**config.mk**
```make
export PLATFORM = sky130hd
export DESIGN_NAME = encaps_sequencer_flat
export DESIGN_NICKNAME = d
export VERILOG_FILES = /design/src/rtl/encaps_sequencer_if.sv /design/src/rtl/encaps_sequencer.sv /design/src/flat_wrapper.sv
export SDC_FILE = /design/constraint.sdc
export NUM_CORES = 1
export LEC_CHECK = 0
export CAP_MARGIN = 25
export CORE_MARGIN = 2
export CORE_UTILIZATION = 54
export CTS_BUF_LIST = sky130_fd_sc_hd__clkbuf_2 sky130_fd_sc_hd__clkbuf_4 sky130_fd_sc_hd__clkbuf_8
export DETAILED_ROUTE_END_ITERATION = 10
export PLACE_DENSITY = 0.82
export SYNTH_ARGS = -nofsm -noshare
export SYNTH_HDL_FRONTEND = slang
export SYNTH_SLANG_ARGS = --single-unit
```
**constraint.sdc**
```tcl
create_clock -name clk -period 2.1 [get_ports clk]
set_input_delay 0.525 -clock clk [delete_from_list [all_inputs] [get_ports clk]]
set_output_delay 0.525 -clock clk [all_outputs]
set_load 0.005 [all_outputs]
```
**src/rtl/encaps_sequencer_if.sv**
```systemverilog
// Handshake and control bundle between the NTRU-HRSS encapsulation
// sequencer and the host / datapath it drives.
interface encaps_sequencer_if;
  logic       start;
  logic       abort;
  logic       rand_valid;
  logic       rand_ready;
  logic       busy;
  logic [2:0] phase;
  logic       unpack_en;
  logic       sample_en;
  logic       pack_clr;
  logic       pack_en;
  logic       hash_clr;
  logic       hash_absorb;
  logic       hash_round_en;
  logic [4:0] round_idx;
  logic       key_latch;
  logic       done;

  modport master (
    output start, abort, rand_valid,
    input  rand_ready, busy, phase, unpack_en, sample_en, pack_clr, pack_en,
           hash_clr, hash_absorb, hash_round_en, round_idx, key_latch, done
  );

  modport slave (
    input  start, abort, rand_valid,
    output rand_ready, busy, phase, unpack_en, sample_en, pack_clr, pack_en,
           hash_clr, hash_absorb, hash_round_en, round_idx, key_latch, done
  );
endinterface

```
**src/rtl/encaps_sequencer.sv**
```systemverilog
// Phase scheduler for NTRU-HRSS encapsulation: unpack, ternary sampling,
// pack_s3 and SHA3-256 absorb/keccak per rate block, then key latch.
module encaps_sequencer #(
  parameter int UNPACK_CYC    = 351,
  parameter int SAMPLE_CYC    = 176,
  parameter int PACK_CYC      = 68,
  parameter int HASH_BLOCKS   = 2,
  parameter int KECCAK_ROUNDS = 24
) (
  input logic               clk,
  input logic               rst,
  encaps_sequencer_if.slave bus
);
  localparam int BLK_W = (HASH_BLOCKS > 1) ? $clog2(HASH_BLOCKS) : 1;

  localparam logic [2:0] IDLE   = 3'd0;
  localparam logic [2:0] UNPACK = 3'd1;
  localparam logic [2:0] SAMPLE = 3'd2;
  localparam logic [2:0] PACK   = 3'd3;
  localparam logic [2:0] ABSORB = 3'd4;
  localparam logic [2:0] KECCAK = 3'd5;
  localparam logic [2:0] DONE   = 3'd6;

  localparam logic [8:0]       UNPACK_LAST = 9'(UNPACK_CYC - 1);
  localparam logic [8:0]       SAMPLE_LAST = 9'(SAMPLE_CYC - 1);
  localparam logic [8:0]       PACK_LAST   = 9'(PACK_CYC);
  localparam logic [4:0]       RND_LAST    = 5'(KECCAK_ROUNDS - 1);
  localparam logic [BLK_W-1:0] BLK_LAST    = BLK_W'(HASH_BLOCKS - 1);

  logic [2:0]       state_r, state_s;
  logic [8:0]       cyc_cnt_r, cyc_cnt_s;
  logic [BLK_W-1:0] blk_cnt_r, blk_cnt_s;
  logic [4:0]       rnd_cnt_r, rnd_cnt_s;

  // Next-state and counter update; abort overrides every transition.
  always_comb begin
    state_s   = state_r;
    cyc_cnt_s = cyc_cnt_r;
    blk_cnt_s = blk_cnt_r;
    rnd_cnt_s = rnd_cnt_r;
    if (state_r != IDLE && bus.abort) begin
      state_s   = IDLE;
      cyc_cnt_s = 9'd0;
      blk_cnt_s = '0;
      rnd_cnt_s = 5'd0;
    end else begin
      case (state_r)
        IDLE: begin
          if (bus.start) begin
            state_s   = UNPACK;
            cyc_cnt_s = 9'd0;
            blk_cnt_s = '0;
            rnd_cnt_s = 5'd0;
          end else begin
            state_s = IDLE;
          end
        end
        UNPACK: begin
          if (cyc_cnt_r == UNPACK_LAST) begin
            state_s   = SAMPLE;
            cyc_cnt_s = 9'd0;
          end else begin
            cyc_cnt_s = cyc_cnt_r + 9'd1;
          end
        end
        SAMPLE: begin
          if (bus.rand_valid && cyc_cnt_r == SAMPLE_LAST) begin
            state_s   = PACK;
            cyc_cnt_s = 9'd0;
          end else if (bus.rand_valid) begin
            cyc_cnt_s = cyc_cnt_r + 9'd1;
          end else begin
            cyc_cnt_s = cyc_cnt_r;
          end
        end
        PACK: begin
          // cycle 0 clears the packer, cycles 1..PACK_CYC shift
          if (cyc_cnt_r == PACK_LAST) begin
            state_s   = ABSORB;
            cyc_cnt_s = 9'd0;
          end else begin
            cyc_cnt_s = cyc_cnt_r + 9'd1;
          end
        end
        ABSORB: begin
          state_s   = KECCAK;
          rnd_cnt_s = 5'd0;
        end
        KECCAK: begin
          if (rnd_cnt_r == RND_LAST && blk_cnt_r == BLK_LAST) begin
            state_s   = DONE;
            rnd_cnt_s = 5'd0;
            blk_cnt_s = '0;
          end else if (rnd_cnt_r == RND_LAST) begin
            state_s   = PACK;
            rnd_cnt_s = 5'd0;
            cyc_cnt_s = 9'd0;
            blk_cnt_s = blk_cnt_r + BLK_W'(1);
          end else begin
            rnd_cnt_s = rnd_cnt_r + 5'd1;
          end
        end
        DONE: begin
          state_s = IDLE;
        end
        default: begin
          state_s   = IDLE;
          cyc_cnt_s = 9'd0;
          blk_cnt_s = '0;
          rnd_cnt_s = 5'd0;
        end
      endcase
    end
  end

  // State and counter registers.
  always_ff @(posedge clk or posedge rst) begin
    if (rst) begin
      state_r   <= IDLE;
      cyc_cnt_r <= 9'd0;
      blk_cnt_r <= '0;
      rnd_cnt_r <= 5'd0;
    end else begin
      state_r   <= state_s;
      cyc_cnt_r <= cyc_cnt_s;
      blk_cnt_r <= blk_cnt_s;
      rnd_cnt_r <= rnd_cnt_s;
    end
  end

  // Moore decode: every output derives only from registered state/counters
  // (sample_en additionally follows rand_valid while in SAMPLE).
  assign bus.phase         = state_r;
  assign bus.busy          = (state_r != IDLE);
  assign bus.unpack_en     = (state_r == UNPACK);
  assign bus.rand_ready    = (state_r == SAMPLE);
  assign bus.sample_en     = (state_r == SAMPLE) && bus.rand_valid;
  assign bus.pack_clr      = (state_r == PACK) && (cyc_cnt_r == 9'd0);
  assign bus.pack_en       = (state_r == PACK) && (cyc_cnt_r != 9'd0);
  assign bus.hash_absorb   = (state_r == ABSORB);
  assign bus.hash_clr      = (state_r == ABSORB) && (blk_cnt_r == '0);
  assign bus.hash_round_en = (state_r == KECCAK);
  assign bus.round_idx     = (state_r == KECCAK) ? rnd_cnt_r : 5'd0;
  assign bus.key_latch     = (state_r == DONE);
  assign bus.done          = (state_r == DONE);
endmodule

```
**src/flat_wrapper.sv**
```systemverilog
// flat-port wrapper written by rule: the top's interface ports become plain ports
module encaps_sequencer_flat 
#(
  parameter int UNPACK_CYC    = 351,
  parameter int SAMPLE_CYC    = 176,
  parameter int PACK_CYC      = 68,
  parameter int HASH_BLOCKS   = 2,
  parameter int KECCAK_ROUNDS = 24
)
  (clk, rst, bus_start, bus_abort, bus_rand_valid, bus_rand_ready, bus_busy, bus_phase, bus_unpack_en, bus_sample_en, bus_pack_clr, bus_pack_en, bus_hash_clr, bus_hash_absorb, bus_hash_round_en, bus_round_idx, bus_key_latch, bus_done);
  encaps_sequencer_if bus_i ();
  input logic clk;
  input logic rst;
  input wire logic [$bits(bus_i.start)-1:0] bus_start;
  input wire logic [$bits(bus_i.abort)-1:0] bus_abort;
  input wire logic [$bits(bus_i.rand_valid)-1:0] bus_rand_valid;
  output wire logic [$bits(bus_i.rand_ready)-1:0] bus_rand_ready;
  output wire logic [$bits(bus_i.busy)-1:0] bus_busy;
  output wire logic [$bits(bus_i.phase)-1:0] bus_phase;
  output wire logic [$bits(bus_i.unpack_en)-1:0] bus_unpack_en;
  output wire logic [$bits(bus_i.sample_en)-1:0] bus_sample_en;
  output wire logic [$bits(bus_i.pack_clr)-1:0] bus_pack_clr;
  output wire logic [$bits(bus_i.pack_en)-1:0] bus_pack_en;
  output wire logic [$bits(bus_i.hash_clr)-1:0] bus_hash_clr;
  output wire logic [$bits(bus_i.hash_absorb)-1:0] bus_hash_absorb;
  output wire logic [$bits(bus_i.hash_round_en)-1:0] bus_hash_round_en;
  output wire logic [$bits(bus_i.round_idx)-1:0] bus_round_idx;
  output wire logic [$bits(bus_i.key_latch)-1:0] bus_key_latch;
  output wire logic [$bits(bus_i.done)-1:0] bus_done;
  assign bus_i.start = bus_start;
  assign bus_i.abort = bus_abort;
  assign bus_i.rand_valid = bus_rand_valid;
  assign bus_rand_ready = bus_i.rand_ready;
  assign bus_busy = bus_i.busy;
  assign bus_phase = bus_i.phase;
  assign bus_unpack_en = bus_i.unpack_en;
  assign bus_sample_en = bus_i.sample_en;
  assign bus_pack_clr = bus_i.pack_clr;
  assign bus_pack_en = bus_i.pack_en;
  assign bus_hash_clr = bus_i.hash_clr;
  assign bus_hash_absorb = bus_i.hash_absorb;
  assign bus_hash_round_en = bus_i.hash_round_en;
  assign bus_round_idx = bus_i.round_idx;
  assign bus_key_latch = bus_i.key_latch;
  assign bus_done = bus_i.done;
  encaps_sequencer #(.UNPACK_CYC(UNPACK_CYC), .SAMPLE_CYC(SAMPLE_CYC), .PACK_CYC(PACK_CYC), .HASH_BLOCKS(HASH_BLOCKS), .KECCAK_ROUNDS(KECCAK_ROUNDS)) u_core (.clk(clk), .rst(rst), .bus(bus_i));
endmodule
```
Yosys cells after proc, flatten, opt, wreduce, memory -nomap -nowiden
Cells that the tools add are included.
{"block": "word_totals", "regBits": 18, "output_inout_bits": 19, "wordCells": 75}
{"block": "op_classes", "add_sub_neg": 3, "eq_ne": 21, "n_mux": 28, "bitwise_logic": 1, "reduce_logical": 18}
{"op": "9-bit 2-to-1 mux", "n": 8}
{"op": "9-bit one-hot mux with 6 select lines", "n": 1}
{"op": "5-bit 2-to-1 mux", "n": 5}
{"op": "3-bit 2-to-1 mux", "n": 6}
{"op": "3-bit one-hot mux with 6 select lines", "n": 1}
{"op": "5-bit one-hot mux with 3 select lines", "n": 1}
{"op": "3-bit by 1-bit inequality test with 1-bit output (second input constant)", "n": 4}
{"op": "9-bit by 1-bit adder with 9-bit output (second input constant)", "n": 1}
{"op": "3-bit == test (second input constant)", "n": 3}
{"op": "9-bit by 7-bit == test with 1-bit output (second input constant)", "n": 1}
{"op": "9-bit by 8-bit == test with 1-bit output (second input constant)", "n": 1}
{"op": "9-bit == test (second input constant)", "n": 1}
{"op": "9-bit zero test", "n": 1}
{"op": "9-bit nonzero test", "n": 1}
{"op": "1-bit logical AND", "n": 7}
{"op": "3-bit by 2-bit == test with 1-bit output (second input constant)", "n": 2}
{"op": "2-bit by 1-bit inequality test with 1-bit output (second input constant)", "n": 3}
{"op": "3-bit by 2-bit inequality test with 1-bit output (second input constant)", "n": 2}
{"op": "5-bit by 1-bit adder with 5-bit output (second input constant)", "n": 1}
{"op": "5-bit == test (second input constant)", "n": 1}
{"op": "1-bit 2-to-1 mux", "n": 5}
{"op": "5-bit AND reduction", "n": 1}
{"op": "5-bit OR reduction", "n": 1}
{"op": "4-bit by 1-bit inequality test with 1-bit output (second input constant)", "n": 1}
{"op": "other kinds (12)", "n": 12}

Depth between registers and ports, before layout
Gate-level depths: netlist of run 1.
{"block": "logic_depth", "ltp_word": 5, "depth_mapped": 7, "ltp_nobuf": 7}

Worst setup path before layout of run 1
No wires, ideal clock.
{"block": "synth_path", "path_kind": "reg-to-output", "from": "reg u_core.cyc_cnt_r[6]", "to": "out bus_pack_clr", "arrival_time_ns": 1.435, "t_required_ns": 1.575, "slack_ns": 0.140, "stages_incl_launch_ff": 4, "n_path_buf": 0, "cell_sequence": "dfrtp_1 -> or3_1 -> or4_1 -> nor3_1"}
{"block": "synth_via", "elab_chain_len": 2}
{"element": "start: declaration", "line_no": "encaps_sequencer.sv:31", "rtl": "logic [8:0] cyc_cnt_r, cyc_cnt_s;"}
{"element": "start signal: assignment", "line_no": "encaps_sequencer.sv:125", "rtl": "cyc_cnt_r <= cyc_cnt_s;"}
{"element": "9-bit zero test", "line_no": "encaps_sequencer.sv:138", "rtl": "assign bus.pack_clr = (state_r == PACK) && (cyc_cnt_r == 9'd0);"}
{"element": "1-bit logical AND", "line_no": "encaps_sequencer.sv:138"}
{"element": "end: declaration", "line_no": "flat_wrapper.sv:22", "rtl": "output wire logic [$bits(bus_i.pack_clr)-1:0] bus_pack_clr;"}
Every way passes these cells.

Worst setup path after layout of run 1
{"block": "layout_path", "from": "reg u_core.cyc_cnt_r[4]", "to": "out bus_pack_en"}
{"block": "layout_via", "elab_chain_len": 2}
{"element": "9-bit nonzero test", "line_no": "encaps_sequencer.sv:139", "rtl": "assign bus.pack_en = (state_r == PACK) && (cyc_cnt_r != 9'd0);"}
{"element": "1-bit logical AND", "line_no": "encaps_sequencer.sv:139"}
{"element": "end: declaration", "line_no": "flat_wrapper.sv:23", "rtl": "output wire logic [$bits(bus_i.pack_en)-1:0] bus_pack_en;"}
Every way passes these cells.

==> results of run 1 <==
registers in the layout, indices dropped and copies added (netlist names):
signal	cells
u_core.blk_cnt_r	1
u_core.bus.phase	3
u_core.cyc_cnt_r	9
u_core.rnd_cnt_r	5
through the flow:
stage	instances	power (uW)	util [%]	hold WS, ps
after floorplan	154	486.1	-	463.6
after global placement	227	584.9	73.41	527.2
after detailed placement	227	592.6	73.41	541.9
after CTS	244	846.6	80.30	536.0
after global routing	248	908.8	81.53	555.0
final	248	883.4	81.53	514.8
routing by layer:
metal | vias up | wire [um] | part of all wire, % | GRT usage, %
li1 | 706 | - | - | -
met1 | 819 | 1878 | 35 | 39.38
met2 | 135 | 2597 | 49 | 60.57
met3 | 42 | 495 | 9.3 | 9.167
met4 | 0 | 330 | 6.2 | 26.25
met5 | - | 0 | 0 | 0
worst max-delay path, cell delays in order (launching register included):
cell     delay (ps)
dfrtp_1         420
or3_4           380
or4_4           440
nor2_2           90
nor2_1           50
buf_2           130
final cells by class:
class | instances | area, um2 | share of cell area, %
Clock buffer | 4 | 36.28 | 1.830
Inverter | 8 | 30.03 | 1.514
Multi-Input combinational cell | 120 | 873.3 | 44.04
Sequential cell | 18 | 454.2 | 22.90
Tap cell | 30 | 37.54 | 1.893
Timing Repair Buffer | 68 | 551.8 | 27.82
worst min-delay path by stage:
stage,endpoint,slack [ps],cells after the start
after CTS,u_core.rnd_cnt_r[1]$_DFFE_PP0P_,540,3
after detailed placement,u_core.rnd_cnt_r[4]$_DFFE_PP0P_,540,1
final,u_core.rnd_cnt_r[4]$_DFFE_PP0P_,510,3
after global placement,u_core.rnd_cnt_r[4]$_DFFE_PP0P_,530,1
after global routing,u_core.cyc_cnt_r[3]$_DFFE_PP0P_,560,3
after floorplan,u_core.blk_cnt_r$_DFFE_PP0P_,460,1
layout by cell type (no fill, tap or decap), types with 2 or more instances in the layout:
cell              n
buf_4            43
dfrtp_1          15
nand2_1          12
o21ai_0          10
nand3_1           7
a21oi_1           7
and2_1            7
and3_1            6
clkdlybuf4s50_1   6
dlygate4sd2_1     6
inv_1             5
o22ai_1           5
nor2_1            4
nor3_1            4
ha_1              4
dlymetal6s2s_1    4
clkbuf_2          4
inv_2             3
or3_4             3
nor2b_1           3
nand4_1           3
nor2_2            3
o31ai_1           3
clkbuf_4          3
buf_2             3
dfrtp_2           3
nor3_2            2
nand2b_1          2
a22oi_1           2
a22o_1            2
cell families (layout without fill, tap and decap cells):
logic type,count (synthesis),in the layout,synth area share [%]
adders and majority gates,4,4,3.700
buffers and inverters,16,80,5.550
muxes,1,1,1.110
AOI/OAI and AO/OA,44,44,23.22
and+or+nand+nor,71,71,33.12
DFF,18,18,33.30
what timing repair did:
action                     CTS  global route
setup endpoints to repair   16            11
pin swaps                    7             4
resized for setup           41            12
cloned                       0             0
setup buffers               13             4
report_power, final:
part | leakage, uW | switching (uW) | internal (uW)
registers | 0.000245 | 8.14 | 356
clock network | 0.0000210 | 132 | 106
logic | 0.000735 | 140 | 142
==> summary.md, run 1 <==
| Metric | Value |
|---|---|
| DIE AREA | 2921 um2 |
| Clk_skew | 3.375 ps |
| Mapped Area | 1353 um2 |
| Final min period | 2356 ps |
| Die height | around 54 um |
| Vias in the first global route | 1597 |
| Failing checks | negative setup slack |
| Setup violations, final | 9 |
| Post-route cell area | 1983 um2 |
| Nets | between 200 and 250 |
| Critical path launch point | u_core.cyc_cnt_r[4]$_DFFE_PP0P_ |
| Drt first pass iters | 4 |
| Global-route usage over all layers | around 36% |
| Inserted Clock Buffers | 3 |
| DPL Wire Length | between 3000 and 4000 um |
| Antenna Diode Count | 0 |
| Slew Limit Fails | 0 |
| Worst Hold Class | input port to async pin |
| Max-cap viol count | 0 |
| Core Box Area | 2432 um2 |
| Syn avg cell area | 8.783 um2 |
| Worst flop-to-flop path startpoint | u_core.cyc_cnt_r[8]$_DFFE_PP0P_ |
| Run status | complete, but fails checks |
| I/O pins | 24 |
| Clock tree root driver cell | clkbuf_4 |
| First-pass GRT wire length | between 7000 and 8000 um |
| Most instantiated cells after synthesis | dfrtp_1, nand2_1, o21ai_0, nor2_1 |
| Period utilisation layout | 112.2% |
| DP Worst Slack | -332.9 ps |
| Die Span X | 54.05 um |
| Final wirelength | 5301 um |
| Starting Density | between 50% and 60% |
| IO Port Bufs | 23 |
| Register area share after synthesis | 33.30% |
| Synth top area share | 33.30% |
| CTS hold repair buffers | 0 |
| WP data required | 1570 ps |
| Post-synth EDFFs | 0 |
| Vias/cell | 6.863 |
| Post-synth cell types | 52 |
| Initial antenna violation count | 0 |
| Leak Pwr | 0.001001 uW |
| CTS clk-pin slew, worst paths | approximately 120 ps |
| Max VDD drop | ~0.45 mV |
| Power Density | roughly 450 nW/um2 |
| Top area cells in the synthesized netlist | dfrtp_1, ha_1, o21ai_0, nand2_1, and2_1 |
| #FFs+latches synth | 18 |
| Largest net degree at the start of global routing | 19 |
| Remaining DRCs | 0 |
| Sink Count | 18 |
| FMAX | 424.5 MHz |
| Worst EP arrival | 1830 ps |
| R2R Setup Slk | -100 ps |
| CP Launch Type | flip-flop |
| Clk buf depth | 2 |
| Worst-Skew Late Latency | 320 ps |
| H-tree depth | 1 |
| Syn nets | around 160 |
| Crit path capture type | primary output |
| Final Hold Violating Endpoints | 0 |
| RD Place Congestion | roughly 0.85 |
| RSZ-0062 raised after global routing | true |
| Detail Route Antenna Nets | 0 |
| Drt wl/cell | about 21 um |
| R2R Path End | u_core.bus.phase[0]$_DFFE_PP0P_ |
| Layout Area Growth over Synthesis | 46.62% |
| Biggest area consumer among synthesized cells | dfrtp_1 |
| Iteration-0 DRC Markers | 97 |
| FP Rows | 18 |
| Most common cell in the netlist | dfrtp_1 |
| CTS tree | done |
| Post-Syn Instances | 154 |
| Setup TNS | -938.2 ps |
| Synth Flop Type | dfrtp_1 |
| CP endpoint | bus_pack_en |
| WS Path Type | flip-flop to primary output |
| Fraction of layout cells with a size suffix above 1 | 38.99% |
| Gr ovfl total | 0 |
| Slew headroom | 50.00% |
| Setup ws final | -255.6 ps |
| Least-Margin Pin Slew | 748.8 ps |
| R2R depth | 8 |
| Cell Area, Placed | ~1800 um2 |
| Post-synthesis async set-or-reset flop share | 100.0% |
| Layout fillers | 135 |
| Synth warnings | 0 |
| CP Max Fanout | 2 |
| DR vias | about 1700 |
(Power assumes the default switching activity.)
==> run 2: changes to the inputs <==
ABC_AREA = 1   (was not set)
CORE_UTILIZATION = 56   (was 54)
SKIP_CTS_REPAIR_TIMING = 1   (was not set)
==> summary.md, run 2 <==
| Metric | Value |
|---|---|
| Antenna Diode Count | 0 |
| Most frequent cells in the layout | nand2_1, nand3_1, inv_1, nor2_1, buf_4 |
| Iteration-0 DRC Markers | 130 |
| Post-Synth Simple-Gate Area | 49.81% |
| H-tree depth | 1 |
| Layout fillers | a little under 200 |
| Clk buf depth | 2 |
| Synth warnings | 0 |
| Clock tree root driver cell | clkbuf_4 |
| DPL Wire Length | 3081 um |
| Post-synthesis adder-cell area fraction | 3.065% |
| Drt first pass iters | 4 |
| CTS clk-pin slew, worst paths | 110 ps |
| Slew Limit Fails | 0 |
| WHS | 533.5 ps |
| Crit path capture type | primary output |
| Setup TNS | -202.9 ps |
| Synth top area share | 27.59% |
| Post-route insts no fill | 326 |
| CTS tree | done |
| Global-route usage over all layers | 24.00% |
| Final min period | 2164 ps |
| Synth Flop Type | dfrtp_1 |
| Remaining DRCs | 0 |
| Compound-Gate Fraction of Synth Area | 7.663% |
| Worst flop-to-flop path startpoint | u_core.bus.phase[2]$_DFFE_PP0P_ |
| Setup violations, final | 4 |
| Commonest non-fill, non-tap cell in the layout | nand2_1 |
| R2R Path End | u_core.cyc_cnt_r[4]$_DFFE_PP0P_ |
| Core Box Area | 2758 um2 |
| Clk_skew | 16.70 ps |
| FMAX | 462.1 MHz |
| RSZ-0062 raised after global routing | true |
| Syn nets | 260 |
| Sink Count | 18 |
| Syn avg cell area | 6.505 um2 |
| Initial antenna violation count | 0 |
| Post-Synth XOR/XNOR Area | 0% |
| Worst Hold Class | input port to async pin |
| RD Place Congestion | 0.9396 |
| Post-Syn Instances | roughly 250 |
| Met3 wirelength from detailed routing | 286 um |
| Largest family of logic cells by synthesized area | simple AND/OR/NAND/NOR gates |
| Max VDD drop | 0.8813 mV |
| Most instantiated cells after synthesis | nand2_1, inv_1, nand3_1, nor2_1, dfrtp_1 |
| Post-synthesis async set-or-reset flop share | 100.0% |
| WS Path Type | flip-flop to primary output |
| Post-synth cell types | 30 |
| Final Hold Violating Endpoints | 0 |
| CP Launch Type | flip-flop |
| Largest register FFs | 9 |
| Period utilisation layout | 103.0% |
| Biggest register | u_core.cyc_cnt_r |
| Worst-Skew Late Latency | around 300 ps |
| DR vias | 1741 |
| Leak Pwr | roughly 0.0012 uW |
| CP Max Fanout | 8 |
| Uppermost layer routed | met4 |
| Detail Route Antenna Nets | 0 |
| Top area cells in the synthesized netlist | dfrtp_1, nand2_1, nand3_1, inv_1, nor2_1 |
| Register area share after synthesis | between 20 and 30% |
| Die height | 58.00 um |
| IO Port Bufs | 23 |
| Starting Density | 59.21% |
| Vias/cell | 5.340 |
| Power Density | 822.2 nW/um2 |
| Fraction of layout cells with a size suffix above 1 | 22.71% |
| Setup ws final | -64.01 ps |
| Max-cap viol count | 0 |
| Wl on met1 | 1853 um |
| Drt wl/cell | 12.16 um |
| Failing checks | negative setup slack |
| #FFs+latches synth | 18 |
| Post-synth EDFFs | 0 |
| Gr ovfl total | 0 |
| Run status | complete, but fails checks |
| Slew headroom | about four fifths |
| Post-route cell area | around 2100 um2 |
| Layout Area Growth over Synthesis | 29.96% |
| Most common cell in the netlist | nand2_1 |
| Worst EP arrival | between 1500 and 2000 ps |
| Least-Margin Pin Slew | 303.3 ps |
| I/O pins | 24 |
| Largest net degree at the start of global routing | 19 |
| FP Rows | 19 |
| Inserted Clock Buffers | 3 |
| Mapped Area | roughly 1600 um2 |
| First-pass GRT wire length | 6341 um |
| Die Span X | ~58 um |
| R2R depth | 12 |
| Final wirelength | roughly 4000 um |
| DIE AREA | 3363 um2 |
| Met2 routed WL | 1810 um |
| Biggest area consumer among synthesized cells | dfrtp_1 |
| Nets | 306 |
| R2R Setup Slk | between 300 and 400 ps |
| Vias in the first global route | 1480 |
| WP data required | 1570 ps |
| Mux contribution to synthesized area | 0% |
| Cell Area, Placed | just over 2000 um2 |
| Dpl cells | 319 |
[run 2: kinds of logic after synthesis]
group	after synthesis
buffers and inverters	46
and+or+nand+nor	163
adders and majority gates	4
AOI/OAI and AO/OA	20
DFF	18
[run 2: metrics by stage]
stage / util, % / setup WS [ps] / power (uW)
final: 76.95 / -64.01 / 1745
after global routing: 76.95 / -140.6 / 1889
after CTS: 73.78 / -354.3 / 1661
after detailed placement: 72.96 / -60.30 / 1491
after global placement: 72.96 / -59.02 / 1478
after floorplan: - / 422.4 / 1137
[run 2: worst max-delay path by stage]
| stage | slack, ps | endpoint | depth (start not counted) | from |
|---|---|---|---|---|
| after floorplan | 420 | bus_pack_clr | 6 | u_core.bus.phase[2]$_DFFE_PP0P_ |
| final | -60 | bus_round_idx[0] | 4 | u_core.bus.phase[1]$_DFFE_PP0P_ |
| after CTS | -350 | bus_pack_clr | 7 | u_core.cyc_cnt_r[0]$_DFFE_PP0P_ |
| after detailed placement | -60 | bus_sample_en | 4 | bus_rand_valid |
| after global placement | -60 | bus_sample_en | 4 | bus_rand_valid |
| after global routing | -140 | bus_round_idx[0] | 4 | u_core.bus.phase[1]$_DFFE_PP0P_ |
[run 2: worst max-delay path, cell delays in order, from the launching register on]
cell	delay, ps
dfrtp_2	500
inv_4	100
nand3_4	110
nor2_1	120
clkdlybuf4s50_1	510
[run 2: where the power goes]
group	internal (uW)	switching, uW	leakage (uW)
Clock	66.7	103	0.0000138
Combinational	480	664	0.000963
Sequential	386	46.6	0.000246
[run 2: layout make-up]
cell class              instances  area [um2]  area share [%]
repair buffers                 46       422.9           19.93
multi-input cells             187        1021           48.11
inverters                      41       163.9           7.724
well taps                      31       38.79           1.828
clock buffers                   3       22.52           1.061
flip-flops and latches         18       452.9           21.34
[run 2: metal layers]
layer,global-route usage (%),up-vias
met1,35.95,790
met3,2.902,2
met5,0,-
met4,6.645,0
met2,36.69,59
li1,-,890
